File: src/rtl/uart_depacketizer.sv
// Purpose: 8N1 UART receiver (LSB first, idle high) feeding a synchronous byte FIFO drained by rd_en.
// Latency: 2-cycle input sync; byte enters FIFO one cycle after the stop-bit sample; pop data one cycle after rd_en.
// Backpressure: none on the line; a good byte arriving at a full FIFO is dropped and flagged with overrun.
module uart_depacketizer #(
  parameter int CLK_FREQ   = 50000000,
  parameter int BAUD_RATE  = 9600,
  parameter int FIFO_DEPTH = 16
) (
  input  logic       clk,
  input  logic       rst,
  input  logic       serial_in,
  input  logic       rd_en,
  output logic [7:0] data_out,
  output logic       data_out_valid,
  output logic       fifo_empty,
  output logic       fifo_full,
  output logic       rx_busy,
  output logic       frame_err,
  output logic       overrun
);

  localparam int CLKS_PER_BIT = CLK_FREQ / BAUD_RATE;
  localparam int HALF         = (CLKS_PER_BIT - 1) / 2;
  localparam int CW           = (CLKS_PER_BIT > 1) ? $clog2(CLKS_PER_BIT) : 1;
  localparam int AW           = (FIFO_DEPTH > 1) ? $clog2(FIFO_DEPTH) : 1;
  localparam int NW           = AW + 1;

  localparam logic [CW-1:0] CNT_HALF = CW'(HALF);
  localparam logic [CW-1:0] CNT_LAST = CW'(CLKS_PER_BIT - 1);
  localparam logic [NW-1:0] CNT_FULL = NW'(FIFO_DEPTH);

  typedef enum logic [2:0] {
    S_IDLE,
    S_START,
    S_DATA,
    S_STOP,
    S_PUSH,
    S_WAIT_HIGH
  } state_t;

  state_t          state;
  logic            rx_meta;
  logic            rx_s;
  logic [CW-1:0]   cnt;
  logic [2:0]      bit_idx;
  logic [7:0]      shift_reg;

  logic [7:0]      mem [FIFO_DEPTH];
  logic [AW-1:0]   wr_ptr;
  logic [AW-1:0]   rd_ptr;
  logic [NW-1:0]   count;
  logic            wr;
  logic            rd;

  // Write only depends on full this cycle; a same-cycle pop does not make room.
  assign wr         = (state == S_PUSH) && !fifo_full;
  assign rd         = rd_en && !fifo_empty;
  assign fifo_empty = (count == '0);
  assign fifo_full  = (count == CNT_FULL);

  // Two-flop synchronizer; resets to the idle (high) line level.
  always_ff @(posedge clk) begin
    if (rst) begin
      rx_meta <= 1'b1;
      rx_s    <= 1'b1;
    end else begin
      rx_meta <= serial_in;
      rx_s    <= rx_meta;
    end
  end

  // Receive FSM: start validation at mid-bit, data/stop sampling, error and overrun pulses.
  always_ff @(posedge clk) begin
    if (rst) begin
      state     <= S_IDLE;
      cnt       <= '0;
      bit_idx   <= '0;
      shift_reg <= '0;
      rx_busy   <= 1'b0;
      frame_err <= 1'b0;
      overrun   <= 1'b0;
    end else begin
      frame_err <= 1'b0;
      overrun   <= 1'b0;
      case (state)
        S_IDLE: begin
          cnt <= '0;
          if (!rx_s) begin
            state   <= S_START;
            rx_busy <= 1'b1;
          end
        end
        S_START: begin
          if (cnt == CNT_HALF) begin
            cnt     <= '0;
            bit_idx <= '0;
            if (rx_s) begin
              state   <= S_IDLE;
              rx_busy <= 1'b0;
            end else begin
              state <= S_DATA;
            end
          end else begin
            cnt <= cnt + CW'(1);
          end
        end
        S_DATA: begin
          if (cnt == CNT_LAST) begin
            cnt                <= '0;
            shift_reg[bit_idx] <= rx_s;
            bit_idx            <= bit_idx + 3'd1;
            if (bit_idx == 3'd7) state <= S_STOP;
          end else begin
            cnt <= cnt + CW'(1);
          end
        end
        S_STOP: begin
          if (cnt == CNT_LAST) begin
            cnt <= '0;
            if (rx_s) begin
              state <= S_PUSH;
            end else begin
              frame_err <= 1'b1;
              state     <= S_WAIT_HIGH;
            end
          end else begin
            cnt <= cnt + CW'(1);
          end
        end
        S_PUSH: begin
          if (fifo_full) overrun <= 1'b1;
          state   <= S_IDLE;
          rx_busy <= 1'b0;
        end
        S_WAIT_HIGH: begin
          if (rx_s) begin
            state   <= S_IDLE;
            rx_busy <= 1'b0;
          end
        end
        default: begin
          state   <= S_IDLE;
          rx_busy <= 1'b0;
        end
      endcase
    end
  end

  // FIFO storage; contents need no reset since occupancy gates every read.
  always_ff @(posedge clk) begin
    if (wr) mem[wr_ptr] <= shift_reg;
  end

  // FIFO pointers, occupancy and registered read port.
  always_ff @(posedge clk) begin
    if (rst) begin
      wr_ptr         <= '0;
      rd_ptr         <= '0;
      count          <= '0;
      data_out       <= '0;
      data_out_valid <= 1'b0;
    end else begin
      data_out_valid <= rd;
      if (wr) wr_ptr <= wr_ptr + AW'(1);
      if (rd) begin
        rd_ptr   <= rd_ptr + AW'(1);
        data_out <= mem[rd_ptr];
      end
      case ({wr, rd})
        2'b10:   count <= count + NW'(1);
        2'b01:   count <= count - NW'(1);
        default: count <= count;
      endcase
    end
  end

endmodule

File: config.mk
export PLATFORM = sky130hd
export DESIGN_NAME = uart_depacketizer
export DESIGN_NICKNAME = d
export VERILOG_FILES = /design/src/rtl/uart_depacketizer.sv
export SDC_FILE = /design/constraint.sdc
export NUM_CORES = 1
export LEC_CHECK = 0
export ABC_AREA = 1
export BUFFER_PORTS_ARGS = -buffer_cell sky130_fd_sc_hd__buf_2
export CORE_ASPECT_RATIO = 1.4
export CORE_MARGIN = 1.5
export CORE_UTILIZATION = 55
export DETAILED_ROUTE_END_ITERATION = 6
export GPL_TIMING_DRIVEN = 0
export PLACE_DENSITY = 0.71
export SLEW_MARGIN = 30
export SYNTH_ARGS = -nofsm -noshare
export SYNTH_HDL_FRONTEND = slang
export SYNTH_SLANG_ARGS = --single-unit
File: constraint.sdc
create_clock -name clk -period 3.3 [get_ports clk]
set_input_delay 0.99 -clock clk [delete_from_list [all_inputs] [get_ports clk]]
set_output_delay 0.99 -clock clk [all_outputs]
set_load 0.005 [all_outputs]
## Word level (Yosys, flattened, before mapping)

Memories as Yosys holds them, arrays and structs flattened. A register that Yosys moved wholly into a read port is not among the register bits.
Cells that the tools add are included.

- $add $sub $neg: 6
- Magnitude comparators: 2
- Eq/ne operators: 17
- Muxes and demuxes: 27
- Bitwise logic cells: 4
- Reductions and logical operators: 17

Operators by type and width:

| operator | number |
|---|---|
| case mux 13 bit (3 select lines) | 1 |
| 2-to-1 mux 13 bit | 2 |
| 2-to-1 mux 3 bit | 8 |
| case mux 3 bit (5 select lines) | 1 |
| adder 13 x 1 -> 13 bit, second input constant | 1 |
| == test 13 x 12 -> 1 bit, second input constant | 1 |
| == test 13 bit, second input constant | 1 |
| != test 2 bit, second input constant | 6 |
| case mux 5 bit (2 select lines) | 1 |
| == test 3 bit, second input constant | 3 |
| 2-to-1 mux 1 bit | 9 |
| adder 4 x 1 -> 4 bit, second input constant | 2 |
| bitwise mux 8 bit | 1 |
| == test 3 x 2 -> 1 bit, second input constant | 2 |
| case mux 3 bit (2 select lines) | 1 |
| AND reduction 3 bit | 2 |
| AND reduction 6 bit | 1 |
| adder 5 x 1 -> 5 bit, second input constant | 1 |
| == test 5 bit, second input constant | 1 |
| zero test 5 bit | 1 |
| subtractor 5 x 1 -> 5 bit, second input constant | 1 |
| < comparator 3 x 4 -> 1 bit, second input constant | 1 |
| NOT 1 bit | 4 |
| case mux 1 bit (4 select lines) | 1 |
| 15 further kinds | 20 |

- Register bits after elaboration: 46
- Memory bits (writable): 128
- Input bits: 4
- Output and inout bits: 14
- Logic and storage cells: 87
- Memories: 1

Memories:

| memory | depth | width | read ports | clocked after memory_dff | write ports | line | text |
|---|---|---|---|---|---|---|---|
| mem | 16 | 8 | 1 | 1 | 1 | 48 | `logic [7:0] mem [FIFO_DEPTH];` |

## Logic depth before layout (Yosys ltp)

- Depth after elaboration: 5
- Gate-level depth with buffers: 16
- Gate-level depth less buffers: 15

## Worst setup path before layout

No wires, ideal clock.

- Kind: input to register
- Start point: input rd_en
- End point: register count[4]
- Library setup time: 0.071 ns
- Arrival: 2.566 ns
- Required time: 3.229 ns
- Setup slack: 0.664 ns
- Stages: 14
- Buffers on the path: 1
- Path through: nand2_1 inv_1 buf_2 ha_1 inv_1 fa_1 inv_1 nand2_1 nand2_1 nand2_1 a21o_1 nand2_1 nand2_1 a21oi_1

- Cells in the longest elaborated chain, start to end: 3
- Elaborated cells on any way between the ends: 5
- Classes of those cells: eq/ne: 2; mux: 1; reduce/logical: 2

Ends and longest elaborated chain:

| element | line | text |
|---|---|---|
| from (decl) | 12 | `input logic rd_en,` |
| logical AND 1 bit * | 57 | `assign rd = rd_en && !fifo_empty;` |
| via rd | 53 | `logic rd;` |
| == test 2 x 1 -> 1 bit or == test 2 bit (tied branches) | 169 | `case ({wr, rd})` |
| case mux 5 bit (2 select lines) or nonzero test 2 bit (tied branches) | -- |  |
| to (signal assigned) | 170 | `2'b10: count <= count + NW'(1);` |
| to (signal assigned) | 171 | `2'b01: count <= count - NW'(1);` |
| to (signal assigned) | 172 | `default: count <= count;` |
| to (decl) | 51 | `logic [NW-1:0] count;` |

Mark *: on every way through the listed nets, which the timed path passes. The rest lies on a longest branch.
A chain may end at the register's enable or synchronous reset.

## Worst setup path after layout

Same ends and word-level chain as after synthesis.

==> flow_metrics.env <==
export IMPL_core_area_um2=14900
export IMPL_routed_wl_um=18800
export IMPL_cp_slowest_cell="fa_1"
export IMPL_cts_max_path_buffers=2
export IMPL_synth_warnings=0
export IMPL_holdCritPathClass="reg -> reg"
export IMPL_power_leakage_nw=4.04
export IMPL_max_cap_viol_count=0
export IMPL_clockRootBuffer="clkbuf_16"
export IMPL_layout_setup_ws_ns=0.661
export IMPL_io_pins=18
export IMPL_crit_top_cell="nand2_1"
export IMPL_rsz0062_at_grt="no"
export IMPL_finalHoldViolations=0
export IMPL_die_h_um=149
export IMPL_synth_seq_area_share=0.589
export IMPL_ant_nets=0
export IMPL_synth_cell_types=37
export IMPL_clk_latency_ns=0.43
export IMPL_cts_sinks=182
export IMPL_fp_dieArea_um2=16000
export IMPL_n_antenna_cell=0
export IMPL_syn_inst=945
export IMPL_dpl_hpwl_um=13400
export IMPL_viasPerCell=5.20
export IMPL_crit_fanout=10
export IMPL_maxSlewHeadroom=0.423
export IMPL_layout_area_seq_um2=4920
export IMPL_htree_levels=4
export IMPL_io_buffers=17
export IMPL_maxSlewViolCount=0
export IMPL_max_freq_mhz=379
export IMPL_cts_resized=0
export IMPL_die_x_um=107
export IMPL_crit_chain="buf_2 -> nand2_1 -> inv_1 -> buf_2 -> ha_1 -> inv_1 -> fa_1 -> inv_1 -> nand2_1 -> nand2_1 -> nand2_1 -> a21o_1 -> nand2_1 -> nand2_1 -> a21oi_1"
export IMPL_hold_buffers=0
export IMPL_gp_congestion=0.942
export IMPL_syn_to_final_growth_pct=11.3
export IMPL_fill_cells=1312
export IMPL_fin_skew_ns=0.00875
export IMPL_slowest_delay_ns=0.41
export IMPL_largest_reg_flops=128
export IMPL_layout_min_cycle_time_ns=2.64
export IMPL_reg_largest_list="mem (128), cnt (13)"
export IMPL_post_cts_buffers=0
export IMPL_finalNetCount=998
export IMPL_grt_pass1_vias=5908
export IMPL_drt_first_pass_iters=4
export IMPL_syn_cell_area_um2=8370
export IMPL_yosys_register_bits=182
export IMPL_synth_edff_count=128
export IMPL_status="finished, final reports clean"
export IMPL_worstPathArrival_ns=3.00
export IMPL_wl_per_cell_um=15.9
export IMPL_synth_flop_cell="edfxtp_1"
export IMPL_synth_async_sr_flop_share=0
export IMPL_final_area_um2=9310
export IMPL_grt_max_degree=18
export IMPL_drt_iter0_drc=380
export IMPL_drive_above_1_share=0.102
export IMPL_placedInstanceArea_um2=8690
export IMPL_antenna_found_initial=0
export IMPL_initial_core_util=0.561
export IMPL_num_vias=6169
export IMPL_synth_area_top_cells="edfxtp_1 (46%), dfxtp_1 (13%), nand2_1 (12%)"
export IMPL_cts_tree="done"
export IMPL_synthesis_nets=962
export IMPL_grt_pass1_wl_um=29600
export IMPL_drc_errors=0
export IMPL_start_kind="input pin"
export IMPL_regMostFlops="mem"
export IMPL_yosysMostFrequentCell="nand2_1"
export IMPL_multi_input_area_um2=2760
export IMPL_worstPathRequired_ns=3.66
export IMPL_synth_largest_area_cell="edfxtp_1"
export IMPL_synth_commonest_cells="nand2_1 (272), edfxtp_1 (128), inv_1 (121), nand3_1 (121), nor2_1 (99)"
export IMPL_cp_end_kind="register"
export IMPL_whs_ns=0.410
export IMPL_yosysTopAreaCellShare=0.459
export IMPL_critPathKind="in -> reg"
export IMPL_avgSynthCellArea_um2=8.86
export IMPL_worst_slew_pin_slew_ns=0.863
export IMPL_ir_drop_v=0.000522
export IMPL_pre_cts_slack_ns=0.210
export IMPL_grt_overflow=0
export IMPL_grt_usage=0.249
export IMPL_setup_tns_ns=0
export IMPL_clk_pin_slew_ns=0.07
export IMPL_p_per_area_nw_per_um2=730
export IMPL_fp_row_count=53
export IMPL_min_period_over_period=0.800
export IMPL_cts_buffers=17
export IMPL_setup_viol=0
==> final cells by class <==
type                    count  area share
repair buffers             17     0.00914
plain buffers              36      0.0210
multi-input cells         596       0.296
well taps                 192      0.0258
clock buffers              17      0.0457
flip-flops and latches    182       0.529
clock inverters            15      0.0207
inverters                 131      0.0528
==> cell families after synthesis <==
logic type               count (synthesis)  share of synthesized area
AND/OR/NAND/NOR                        524                      0.270
flip-flops                             182                      0.589
buffers and inverters                  167                     0.0821
AO/OA/AOI/OAI                           52                     0.0320
adder cells (fa/ha/maj)                 13                     0.0203
XOR/XNOR                                 7                    0.00733
==> power breakdown <==
group          switching [W]  internal (W)  total (W)  leakage [nW]
sequential          0.000107       0.00257    0.00268          1.61
clock               0.000900       0.00121    0.00211         0.289
combinational        0.00133      0.000679    0.00200          2.14
==> placed cells by master (no fill, tap or decap), drive strengths merged, types with 7 or more instances in the layout <==
| cell | n |
|---|---|
| inv | 135 |
| nor2 | 102 |
| edfxtp | 128 |
| nand3 | 126 |
| a21oi | 29 |
| dfxtp | 54 |
| buf | 47 |
| nand2 | 277 |
| ha | 12 |
| clkbuf | 23 |
| o21ai | 20 |
| nand4 | 7 |
==> layer usage <==
metal,GRT usage,part of all wire,up-vias,wire (µm)
li1,-,-,3125,-
met1,0.275,0.38,2838,7230
met2,0.457,0.54,159,10100
met3,0.0345,0.037,47,691
met4,0.136,0.043,0,816
met5,0,0,-,0
==> metrics by stage <==
stage | power [W] | std cells | util
finish | 0.00679 | 1186 | 0.624
global route | 0.00719 | 1186 | 0.624
CTS | 0.00682 | 1186 | 0.624
detailed placement | 0.00473 | 1154 | 0.583
global placement | 0.00469 | 1154 | 0.583
floorplan | 0.00420 | 945 | -
==> worst max-delay path, delay by kind of cell <==
family	cells	cell delay, ns
buffers and inverters	5	0.58
and+or+nand+nor	6	0.43
AOI/OAI and AO/OA	2	0.27
adders and majority gates	2	0.73
==> path summary, 6_finish.rpt <==
| check | from | to | slack [ns] | cells past startpoint |
|---|---|---|---|---|
| setup / recovery | rd_en | count[4] | 0.66 | 15 |
| hold reg to reg | rx_meta | rx_s | 0.41 | 1 |
| hold / removal | rx_meta | rx_s | 0.41 | 1 |
| setup reg to reg | count[1] | count[4] | 0.69 | 16 |
No activity file was read; power rests on OpenSTA's default activity.
